===== src/rtl/mem2p_fifo_ctrl_pkg.sv =====
// mem2p_fifo_pkg: shared defaults, pointer/count carrier types and the wrapping pointer increment.
package mem2p_fifo_pkg;
    localparam int W_DEF = 8;
    localparam int D_DEF = 128;
    typedef logic [31:0] ptr_t;
    typedef logic [31:0] cnt_t;
    // Explicit wrap at d-1 so non-power-of-two depths stay in range.
    function automatic ptr_t wrap_inc(ptr_t ptr, ptr_t d);
        return (ptr == d - 1) ? '0 : ptr + 1;
    endfunction
endpackage


===== src/rtl/mem2p_fifo_ctrl_if.sv =====
// mem2p_fifo_ctrl_if: valid/ready write and read stream ports of the FIFO.
interface mem2p_fifo_ctrl_if #(parameter int W = 8) ();
    logic         in_valid;
    logic         in_ready;
    logic [W-1:0] in_data;
    logic         out_valid;
    logic         out_ready;
    logic [W-1:0] out_data;
    modport master (output in_valid, in_data, out_ready, input in_ready, out_valid, out_data);
    modport slave  (input in_valid, in_data, out_ready, output in_ready, out_valid, out_data);
endinterface


===== src/rtl/mem2p_fifo_ctrl_ram.sv =====
// mem2p_sw_sr: two-port RAM, sync write on port 1, registered read address on port 2.
module mem2p_sw_sr #(
    parameter int W = 8,
    parameter int D = 128,
    localparam int AW = $clog2(D)
) (
    input  logic          clk,
    input  logic          we1,
    input  logic [AW-1:0] addr1,
    input  logic [W-1:0]  din1,
    input  logic [AW-1:0] addr2,
    output logic [W-1:0]  dout2
);
    logic [W-1:0]  r_mem [D];
    logic [AW-1:0] r_addr2;
    always_ff @(posedge clk) begin
        if (we1) r_mem[addr1] <= din1;
        r_addr2 <= addr2;
    end
    assign dout2 = r_mem[r_addr2];
endmodule


===== src/rtl/mem2p_fifo_ctrl.sv =====
// mem2p_fifo_ctrl: zero-bubble stream FIFO over a two-port RAM.
// Define FIFO_PEAK_EN to add the peak_count occupancy high-water output.
module mem2p_fifo_ctrl
    import mem2p_fifo_pkg::*;
#(
    parameter int W      = W_DEF,
    parameter int D      = D_DEF,
    parameter int AF_LVL = D - 4,
    localparam int DW = $clog2(D),
    localparam int CW = $clog2(D + 1)
) (
    input  logic          clk,
    input  logic          rst,
    input  logic          flush,
    mem2p_fifo_ctrl_if.slave bus,
    output logic [CW-1:0] count,
`ifdef FIFO_PEAK_EN
    output logic [CW-1:0] peak_count,
`endif
    output logic          almost_full
);
    logic [DW-1:0] r_wr_ptr, r_rd_ptr, w_rd_ptr_nxt, w_wr_inc, w_rd_inc;
    logic [CW-1:0] r_count, w_count_nxt;
    logic          w_clr, w_push, w_pop;
    assign w_clr     = rst | flush;
    assign bus.in_ready  = (r_count != CW'(D)) & !w_clr;
    assign bus.out_valid = (r_count != '0) & !w_clr;
    assign w_push    = bus.in_valid & bus.in_ready;
    assign w_pop     = bus.out_valid & bus.out_ready;
    assign w_wr_inc  = DW'(wrap_inc(ptr_t'(r_wr_ptr), ptr_t'(D)));
    assign w_rd_inc  = DW'(wrap_inc(ptr_t'(r_rd_ptr), ptr_t'(D)));
    // The RAM registers this address, so its output always tracks r_rd_ptr.
    assign w_rd_ptr_nxt = w_clr ? '0 : w_pop ? w_rd_inc : r_rd_ptr;
    assign w_count_nxt  = w_clr ? '0 : r_count + CW'(w_push) - CW'(w_pop);
    assign count       = r_count;
    assign almost_full = r_count >= CW'(AF_LVL);
    always_ff @(posedge clk) begin
        r_wr_ptr <= w_clr ? '0 : w_push ? w_wr_inc : r_wr_ptr;
        r_rd_ptr <= w_rd_ptr_nxt;
        r_count  <= w_count_nxt;
    end
`ifdef FIFO_PEAK_EN
    logic [CW-1:0] r_peak;
    always_ff @(posedge clk) begin
        r_peak <= w_clr ? '0 : (w_count_nxt > r_peak) ? w_count_nxt : r_peak;
    end
    assign peak_count = r_peak;
`endif
    mem2p_sw_sr #(.W(W), .D(D)) u_ram (
        .clk   (clk),
        .we1   (w_push),
        .addr1 (r_wr_ptr),
        .din1  (bus.in_data),
        .addr2 (w_rd_ptr_nxt),
        .dout2 (bus.out_data)
    );
endmodule


===== src/flat_wrapper.sv =====
// flat-port wrapper written by rule: the top's interface ports become plain ports
module mem2p_fifo_ctrl_flat import mem2p_fifo_pkg::*;
#(
    parameter int W      = W_DEF,
    parameter int D      = D_DEF,
    parameter int AF_LVL = D - 4,
    localparam int DW = $clog2(D),
    localparam int CW = $clog2(D + 1)
)
  (clk, rst, flush, count, almost_full, bus_in_valid, bus_in_data, bus_out_ready, bus_in_ready, bus_out_valid, bus_out_data);
  mem2p_fifo_ctrl_if #(.W(W)) bus_i ();
  input  logic clk;
  input  logic rst;
  input  logic flush;
  output logic [CW-1:0] count;
  output logic almost_full;
  input wire logic [$bits(bus_i.in_valid)-1:0] bus_in_valid;
  input wire logic [$bits(bus_i.in_data)-1:0] bus_in_data;
  input wire logic [$bits(bus_i.out_ready)-1:0] bus_out_ready;
  output wire logic [$bits(bus_i.in_ready)-1:0] bus_in_ready;
  output wire logic [$bits(bus_i.out_valid)-1:0] bus_out_valid;
  output wire logic [$bits(bus_i.out_data)-1:0] bus_out_data;
  assign bus_i.in_valid = bus_in_valid;
  assign bus_i.in_data = bus_in_data;
  assign bus_i.out_ready = bus_out_ready;
  assign bus_in_ready = bus_i.in_ready;
  assign bus_out_valid = bus_i.out_valid;
  assign bus_out_data = bus_i.out_data;
  mem2p_fifo_ctrl #(.W(W), .D(D), .AF_LVL(AF_LVL)) u_core (.clk(clk), .rst(rst), .flush(flush), .bus(bus_i), .count(count), .almost_full(almost_full));
endmodule

===== config.mk =====
export PLATFORM = sky130hd
export DESIGN_NAME = mem2p_fifo_ctrl_flat
export DESIGN_NICKNAME = d
export VERILOG_FILES = /design/src/rtl/mem2p_fifo_ctrl_pkg.sv /design/src/rtl/mem2p_fifo_ctrl_if.sv /design/src/rtl/mem2p_fifo_ctrl_ram.sv /design/src/rtl/mem2p_fifo_ctrl.sv /design/src/flat_wrapper.sv
export SDC_FILE = /design/constraint.sdc
export NUM_CORES = 1
export LEC_CHECK = 0
export CAP_MARGIN = 20
export CORE_MARGIN = 2
export CORE_UTILIZATION = 65
export CTS_CLUSTER_SIZE = 12
export DETAILED_ROUTE_END_ITERATION = 10
export DONT_BUFFER_PORTS = 1
export GPL_ROUTABILITY_DRIVEN = 0
export GPL_TIMING_DRIVEN = 0
export PLACE_DENSITY = 0.81
export SLEW_MARGIN = 30
export SYNTH_ARGS = -nofsm -noshare
export SYNTH_HDL_FRONTEND = slang
export SYNTH_HIERARCHICAL = 1
export SYNTH_SLANG_ARGS = --single-unit

===== constraint.sdc =====
create_clock -name clk -period 8.2 [get_ports clk]
set_input_delay 1.64 -clock clk [delete_from_list [all_inputs] [get_ports clk]]
set_output_delay 1.64 -clock clk [all_outputs]
set_load 0.005 [all_outputs]

Yosys cells after proc, flatten, opt, wreduce, memory -nomap -nowiden:

Memories as Yosys holds them, arrays and structs flattened. A register that Yosys moved wholly into a read port is not among the register bits.
Index checks and enable logic that the tools add are counted.

* $add $sub $neg: 4
* reduce and logical (&&, ||, !) cells: 2
* magnitude comparators: 1
* bitwise gates (word level): 5
* equal/unequal tests: 3
* muxes and demuxes: 6

Operator list (number)
* 2-to-1 mux 7 bit: 4
* adder 7 x 1 -> 7 bit (second input constant): 2
* equality test 7 bit (second input constant): 2
* adder 8 x 1 -> 8 bit: 1
* >= comparator 8 x 7 -> 1 bit (second input constant): 1
* inequality test 8 bit (second input constant): 1
* nonzero test 8 bit: 1
* subtractor 8 x 1 -> 8 bit: 1
* bitwise AND 1 bit: 4
* 2-to-1 mux 1 bit: 2
* zero test 1 bit: 1
* OR 1 bit: 1

* memories kept: 1
* memory bits (writable): 1024
* register bits after elaboration: 22
* input bits: 13
* logic and storage cells: 25

Memory list
* u_core.u_ram.r_mem: words 128, width 8, read ports 1, clocked after memory_dff 1, write ports 1, line mem2p_fifo_ctrl_ram.sv:14 `logic [W-1:0] r_mem [D];`

Longest topological paths before layout:

Gate-level depths: netlist (run 1).

* depth in word-level cells: 6
* gate-level depth with buffers: 13

Modules after synthesis:

The synthesis (run 1) kept the hierarchy.

By module, submodules not included
* mem2p_sw_sr: cells an instance 1634, area an instance 39645.5 um^2, sequential area each 30889.6 um^2, instances 1
* mem2p_fifo_ctrl: cells an instance 164, area an instance 1420.1 um^2, sequential area each 440.4 um^2, instances 1

Worst setup path after synthesis (run 1):

Ideal clock, no wire load.

* kind: register to output
* start: register (tool-made name)
* end: output port bus_out_data[0]
* data arrival time: 2.694 ns
* stages on the path, launching flop included: 7
* path slack: 3.866 ns
* cell sequence: dfxtp_1 -> clkbuf_1 -> buf_1 -> mux4_2 -> mux4_2 -> mux4_2 -> mux2_2

RTL lines
* end, declared: line flat_wrapper.sv:22 `output wire logic [$bits(bus_i.out_data)-1:0] bus_out_data;`

==> metrics, run 1 <==
status finished clean; setup tns final 0 ns; CTS root buf clkbuf_16; Post-DP HPWL 61300 um; fin. max-slew vios 0; post_cts resized 0; dominant synthesized flop cell edfxtp_1; # hold bufs at CTS 0; Die X ~260 um; fin crit share 0.794; Worst Tran Pin Value between 1 and 1.5 ns; layout cells sized above 1 0.270; Initial Utilization 0.655; Setup Buffers After CTS 0; HP Class flip-flop to flip-flop; share of the yosys chip area belonging to registers 0.763; combinational share of power 0.035; async set or reset register ratio after synthesis 0; leak pwr roughly 13 nW; DRT iter0 DRCs 3686; Yosys reg bits 1053; DR WL/cell 39.0 um; remaining antenna violation count 0; vias in the first global route around 21000; final WL 110000 um; GRT Residual Overflow 0; Peak VDD IR 191 uV; core area 62700 um2; row cnt 92; DP Area approximately 42000 um2; Fin. Hold Viols 0; Syn Std Cell Area 41100 um2; Inserted Clock Buffers around 100; Worst Setup Start Kind flip-flop; clock sinks 1053; Tmin final 6.51 ns; DRC viols 0; Setup Viol. Count Final 0; Post-Syn Instances 1798; Tot Pwr 10.6 mW; r2r startpoint u_core/count[4]; Port Buffers 0; EDFF count, synth 1024; RSZ-0062 raised after global routing false; Worst-Skew Late Latency 0.68 ns; Sw Pwr around 2.1 mW; die area 65200 um2; Post-Place Worst Slack 2.64 ns; Max Cap Viol 0; PwrDens 235 nW/um2; finished layout cell area ~45000 um2; Worst Skew 0.0334 ns; cells on worst reg2reg path 9; worst rel slew slack 0.246; CTS clk-pin slew, worst paths 0.06 ns; num ports 32; switching share of power 0.202; Die Y ~260 um; first-pass GRT wire length 157000 um; Crit Path Max Fanout 10; antenna violations before repair 14; DR pass1 iterations 7; Post-Syn Area per Cell approximately 23 um2; Vias 21200; CP Class flip-flop to output port; CTS max path bufs 3; Post-Syn Nets about 1800; maximum clock rate 0.154 GHz; critical path data required time 6.56 ns; Yosys Warn Count 6; final worst setup slack around 1.7 ns; Overall Global Routing Usage 0.346; Reg-to-Reg End u_core/u_ram/r_mem[88][5]; synth unique cells 53; Non-Filler Instances around 2800; vias per cell 7.50; Clock power frac 0.406; Reg power frac 0.558; R2R setup slack 3.82 ns; largest net degree at the start of global routing 129; crit path to bus_out_data[4]; H-tree levels 3; Crit. End Element output port; Pint 8.46 mW; CTS tree built; Syn-to-layout area delta 10.0%; Nets 1935; placed insts approximately 2600; critical path data arrival time a little under 5 ns
## cell usage after synthesis (all sizes together) (4+ instances only)
cell type | count | area, um2
a21oi | 10 | 50.1
buf | 46 | 241
clkbuf | 47 | 186
dfxtp | 29 | 581
edfxtp | 1024 | 30700
ha | 17 | 213
inv | 16 | 60.1
mux2 | 9 | 101
mux4 | 336 | 7570
nand2 | 34 | 128
nand2b | 4 | 25.0
nand3 | 21 | 105
nand4 | 7 | 43.8
nor2 | 129 | 492
nor2b | 7 | 43.8
nor3 | 13 | 65.1
nor4 | 4 | 25.0
o31a | 4 | 36.3
## routing by layer
metal,vias up,global-route usage,share of wire
li1,7811,-,-
met1,11000,0.458,0.33
met2,1940,0.536,0.48
met3,446,0.104,0.13
met4,16,0.167,0.061
met5,-,0,0.0019
## registers in the layout, summed over array words and instances (netlist names), named ones only
name / count
u_core/u_ram/r_mem: 1024
u_core/count: 8
u_core/r_rd_ptr: 7
u_core/r_wr_ptr: 7
## metrics by stage
step	utilization	hold WS, ns
after floorplan	-	0.450
after global placement	0.671	0.494
after detailed placement	0.673	0.508
after CTS	0.720	0.554
after global routing	0.720	0.580
final	0.720	0.548
## layout by cell type, fill, tap and decap left out, types with 3 or more instances in the layout
master	synthesis	routed
edfxtp_1	1024	1024
mux4_2	336	336
nor2_1	128	126
clkbuf_16	0	104
clkbuf_1	46	76
nand2_1	34	34
dfxtp_1	29	29
nand3_1	21	21
buf_2	16	17
ha_1	17	17
clkbuf_2	0	16
inv_1	15	15
buf_1	18	13
buf_4	11	11
a21oi_1	10	10
diode_2	0	9
nor3_2	0	9
mux2_2	8	8
nand4_1	7	7
nor2b_1	7	7
clkinv_1	0	6
clkinv_2	0	5
clkbuf_8	1	5
nor3_1	13	4
nor4_1	4	4
nand2b_1	4	4
inv_6	0	3
or2_2	3	3
or3_1	3	3
xnor2_1	3	3
mux2i_1	3	3
o31a_1	3	3
## cell families (layout without fill, tap and decap cells)
kind of cell             after synthesis  after routing  synth area share
multiplexers                         348            348             0.187
AND/OR/NAND/NOR                      235            235            0.0254
buffers and inverters                109            278            0.0119
AO/OA/AOI/OAI                         31             31           0.00576
flip-flops                          1053           1053             0.763
XOR/XNOR                               4              4          0.000853
adder cells (fa/ha/maj)               18             18           0.00567
other                                  0              9                 0
## power groups by stage
stage          combinational [mW]  sequential [mW]  clock (mW)
2_1_floorplan               0.264             6.03           0
3_3_place_gp                0.346             6.03           0
3_5_place_dp                0.357             6.03           0
4_1_cts                     0.369             5.92        4.33
5_1_grt                     0.396             5.92        4.51
6_report                    0.375             5.92        4.31
## worst min-delay path by stage
stage / to / slack [ns] / start / cells past startpoint
finish: u_core/r_wr_ptr[1] / 0.55 / u_core/r_wr_ptr[1] / 2
floorplan: u_core/r_rd_ptr[6] / 0.45 / u_core/r_rd_ptr[6] / 1
detailed placement: flip-flop / 0.51 / u_core/r_rd_ptr[2] / 1
CTS: u_core/r_wr_ptr[1] / 0.55 / u_core/r_wr_ptr[1] / 2
global placement: u_core/r_rd_ptr[2] / 0.49 / u_core/r_rd_ptr[2] / 1
global route: u_core/r_wr_ptr[2] / 0.58 / u_core/r_wr_ptr[2] / 2
## critical path, stage by stage, from the launching register on
cell and delay (ns):
dfxtp_1 0.59, clkbuf_1 0.89, buf_1 0.82, mux4_2 0.43, mux4_2 0.56, mux4_2 0.55, mux2_2 0.37
## cell type report
cell class | count | area (um2)
antenna | 9 | 22.5
buffer | 93 | 449
clock buffer | 150 | 2820
clock inverter | 18 | 135
fill | 3240 | 17600
inverter | 16 | 60.1
multi-input combinational | 636 | 9300
sequential | 1053 | 31300
tap | 846 | 1060
timing repair buffer | 1 | 11.3
(Power assumes the default switching activity.)
==> run 2, diff against run 1 <==
- CORE_UTILIZATION: 65 -> 57
- PLACE_DENSITY: 0.81 -> 0.75
- clock period: 8.2 -> 5.5 ns (I/O delays scaled with it)
==> run 2 against run 1 <==
Core utilization decreased by 8.6 points. Sequential power rose by 49%. Sequential share of layout area is 0.16 points lower. First-iteration DRC count shrank 32%. Critical path depth unchanged. Global-route usage down 7.8 points. Highest routed layer unchanged.
==> metrics, run 2 (synthesis results as in run 1) <==
status finished clean; Reg with most FFs u_core/u_ram/r_mem; Largest register FFs 1024; register area between 30000 and 40000 um2; Min Hold Slack about 0.5 ns; Vias 19700; Worst Setup Start Kind flip-flop; Port Buffers 0; Crit Path Max Fanout 10; Crit. End Element output port; # hold bufs at CTS 0; PwrDens 347 nW/um2; Clock power frac 0.404; Util after Layout 0.635; Worst Tran Pin Value 1.03 ns; Reg power frac 0.561; critical path data arrival time 4.33 ns; Syn-to-layout area delta 10.3%; first-pass GRT wire length about 140000 um; clock sinks 1053; num ports 32; Peak VDD IR 277 uV; Pint between 10 and 15 mW; DP Area 42300 um2; CP max-delay cell buf_1; CTS clk-pin slew, worst paths approximately 0.06 ns; HP Class flip-flop to flip-flop; CP most frequent cell mux4_2; Tot Pwr roughly 16 mW; DRT iter0 DRCs 2523; most common cell after layout, fill and taps aside edfxtp_1; post_cts resized 6; Setup Buffers After CTS 0; combined area of the multi-input logic cells between 9000 and 10000 um2; leak pwr 13.4 nW; Overall Global Routing Usage 0.268; H-tree levels 3; die area 74200 um2; fin crit share 0.987; CTS root buf clkbuf_16; Inserted Clock Buffers between 100 and 150; largest net degree at the start of global routing 129; Die X 272 um; final WL 96800 um; Nets a little under 2000; GRT Residual Overflow 0; Tmin final 5.43 ns; CTS max path bufs 3; FILL cells 4564; combinational share of power 0.035; fin. max-slew vios 0; setup tns final 0 ns; switching share of power 0.197; Die Y between 200 and 300 um; Worst Skew 0.0297 ns; antenna violations before repair 1; Max Cap Viol 0; CTS tree built; slowest cell delay on critical path ~0.7 ns; maximum clock rate 0.184 GHz; Worst-Skew Late Latency 0.66 ns; RSZ-0062 raised after global routing false; worst rel slew slack 0.313; most frequent cells in the layout edfxtp_1 (1024), mux4_2 (336), nor2_1 (126); core area 71400 um2; DRC viols 0; layout cells sized above 1 0.274; DR pass1 iterations 5; CP Class flip-flop to output port; critical path data required time 4.40 ns; DR WL/cell 33.3 um; Setup Viol. Count Final 0; Post-DP HPWL 59300 um; vias in the first global route 20000; Initial Utilization 0.575; finished layout cell area 45300 um2; vias per cell about 6.8; Fin. Hold Viols 0; Sw Pwr 3.10 mW; crit-path cells buf_1 > clkbuf_1 > mux4_2 > mux4_2 > mux4_2 > mux2_2; remaining antenna violation count 0; row cnt between 90 and 100
run 2: area by class of cell:
| class | count | area share |
|---|---|---|
| multi-input combinational | 636 | 0.205 |
| inverter | 16 | 0.00133 |
| antenna | 1 | 0.0000553 |
| clock inverter | 21 | 0.00304 |
| timing repair buffer | 1 | 0.000166 |
| sequential | 1053 | 0.692 |
| tap | 950 | 0.0262 |
| clock buffer | 134 | 0.0618 |
| buffer | 93 | 0.0102 |
run 2: power by group through the flow:
| stage | registers [mW] | logic, mW | clock network, mW |
|---|---|---|---|
| final | 8.83 | 0.547 | 6.36 |
| after global placement | 8.99 | 0.523 | 0 |
| after detailed placement | 8.99 | 0.535 | 0 |
| after CTS | 8.82 | 0.542 | 6.44 |
| after global routing | 8.82 | 0.581 | 6.70 |
| after floorplan | 8.99 | 0.393 | 0 |
run 2: final timing paths:
check                                        start                    endpoint  slack (ns)  cells past startpoint
worst max-delay path                     flip-flop             bus_out_data[1]        0.07                      6
worst min-delay path            u_core/r_rd_ptr[1]          u_core/r_rd_ptr[1]        0.51                      2
worst max register to register     u_core/count[2]  u_core/u_ram/r_mem[110][6]        1.53                      9
worst min register to register  u_core/r_rd_ptr[1]          u_core/r_rd_ptr[1]        0.51                      2
run 2: critical path, delay by kind of cell, from the launching register on:
| kind | cells | cell delay [ns] |
|---|---|---|
| flip-flops | 1 | 0.44 |
| buffers and inverters | 2 | 1.27 |
| multiplexers | 4 | 1.95 |
run 2: stage by stage:
step | setup slack, ns | instances
3_3_place_gp | 0.665 | 2748
3_5_place_dp | 0.599 | 2749
4_1_cts | 0.0296 | 2904
5_1_grt | 0.00186 | 2904
6_report | 0.0703 | 2905
2_1_floorplan | 1.71 | 1798
run 2: metal layers:
metal | up-vias | track usage | wire, um
li1 | 7788 | - | -
met1 | 10600 | 0.365 | 35400
met2 | 1170 | 0.434 | 48200
met3 | 195 | 0.0689 | 10200
met4 | 2 | 0.0801 | 2890
met5 | - | 0 | 15
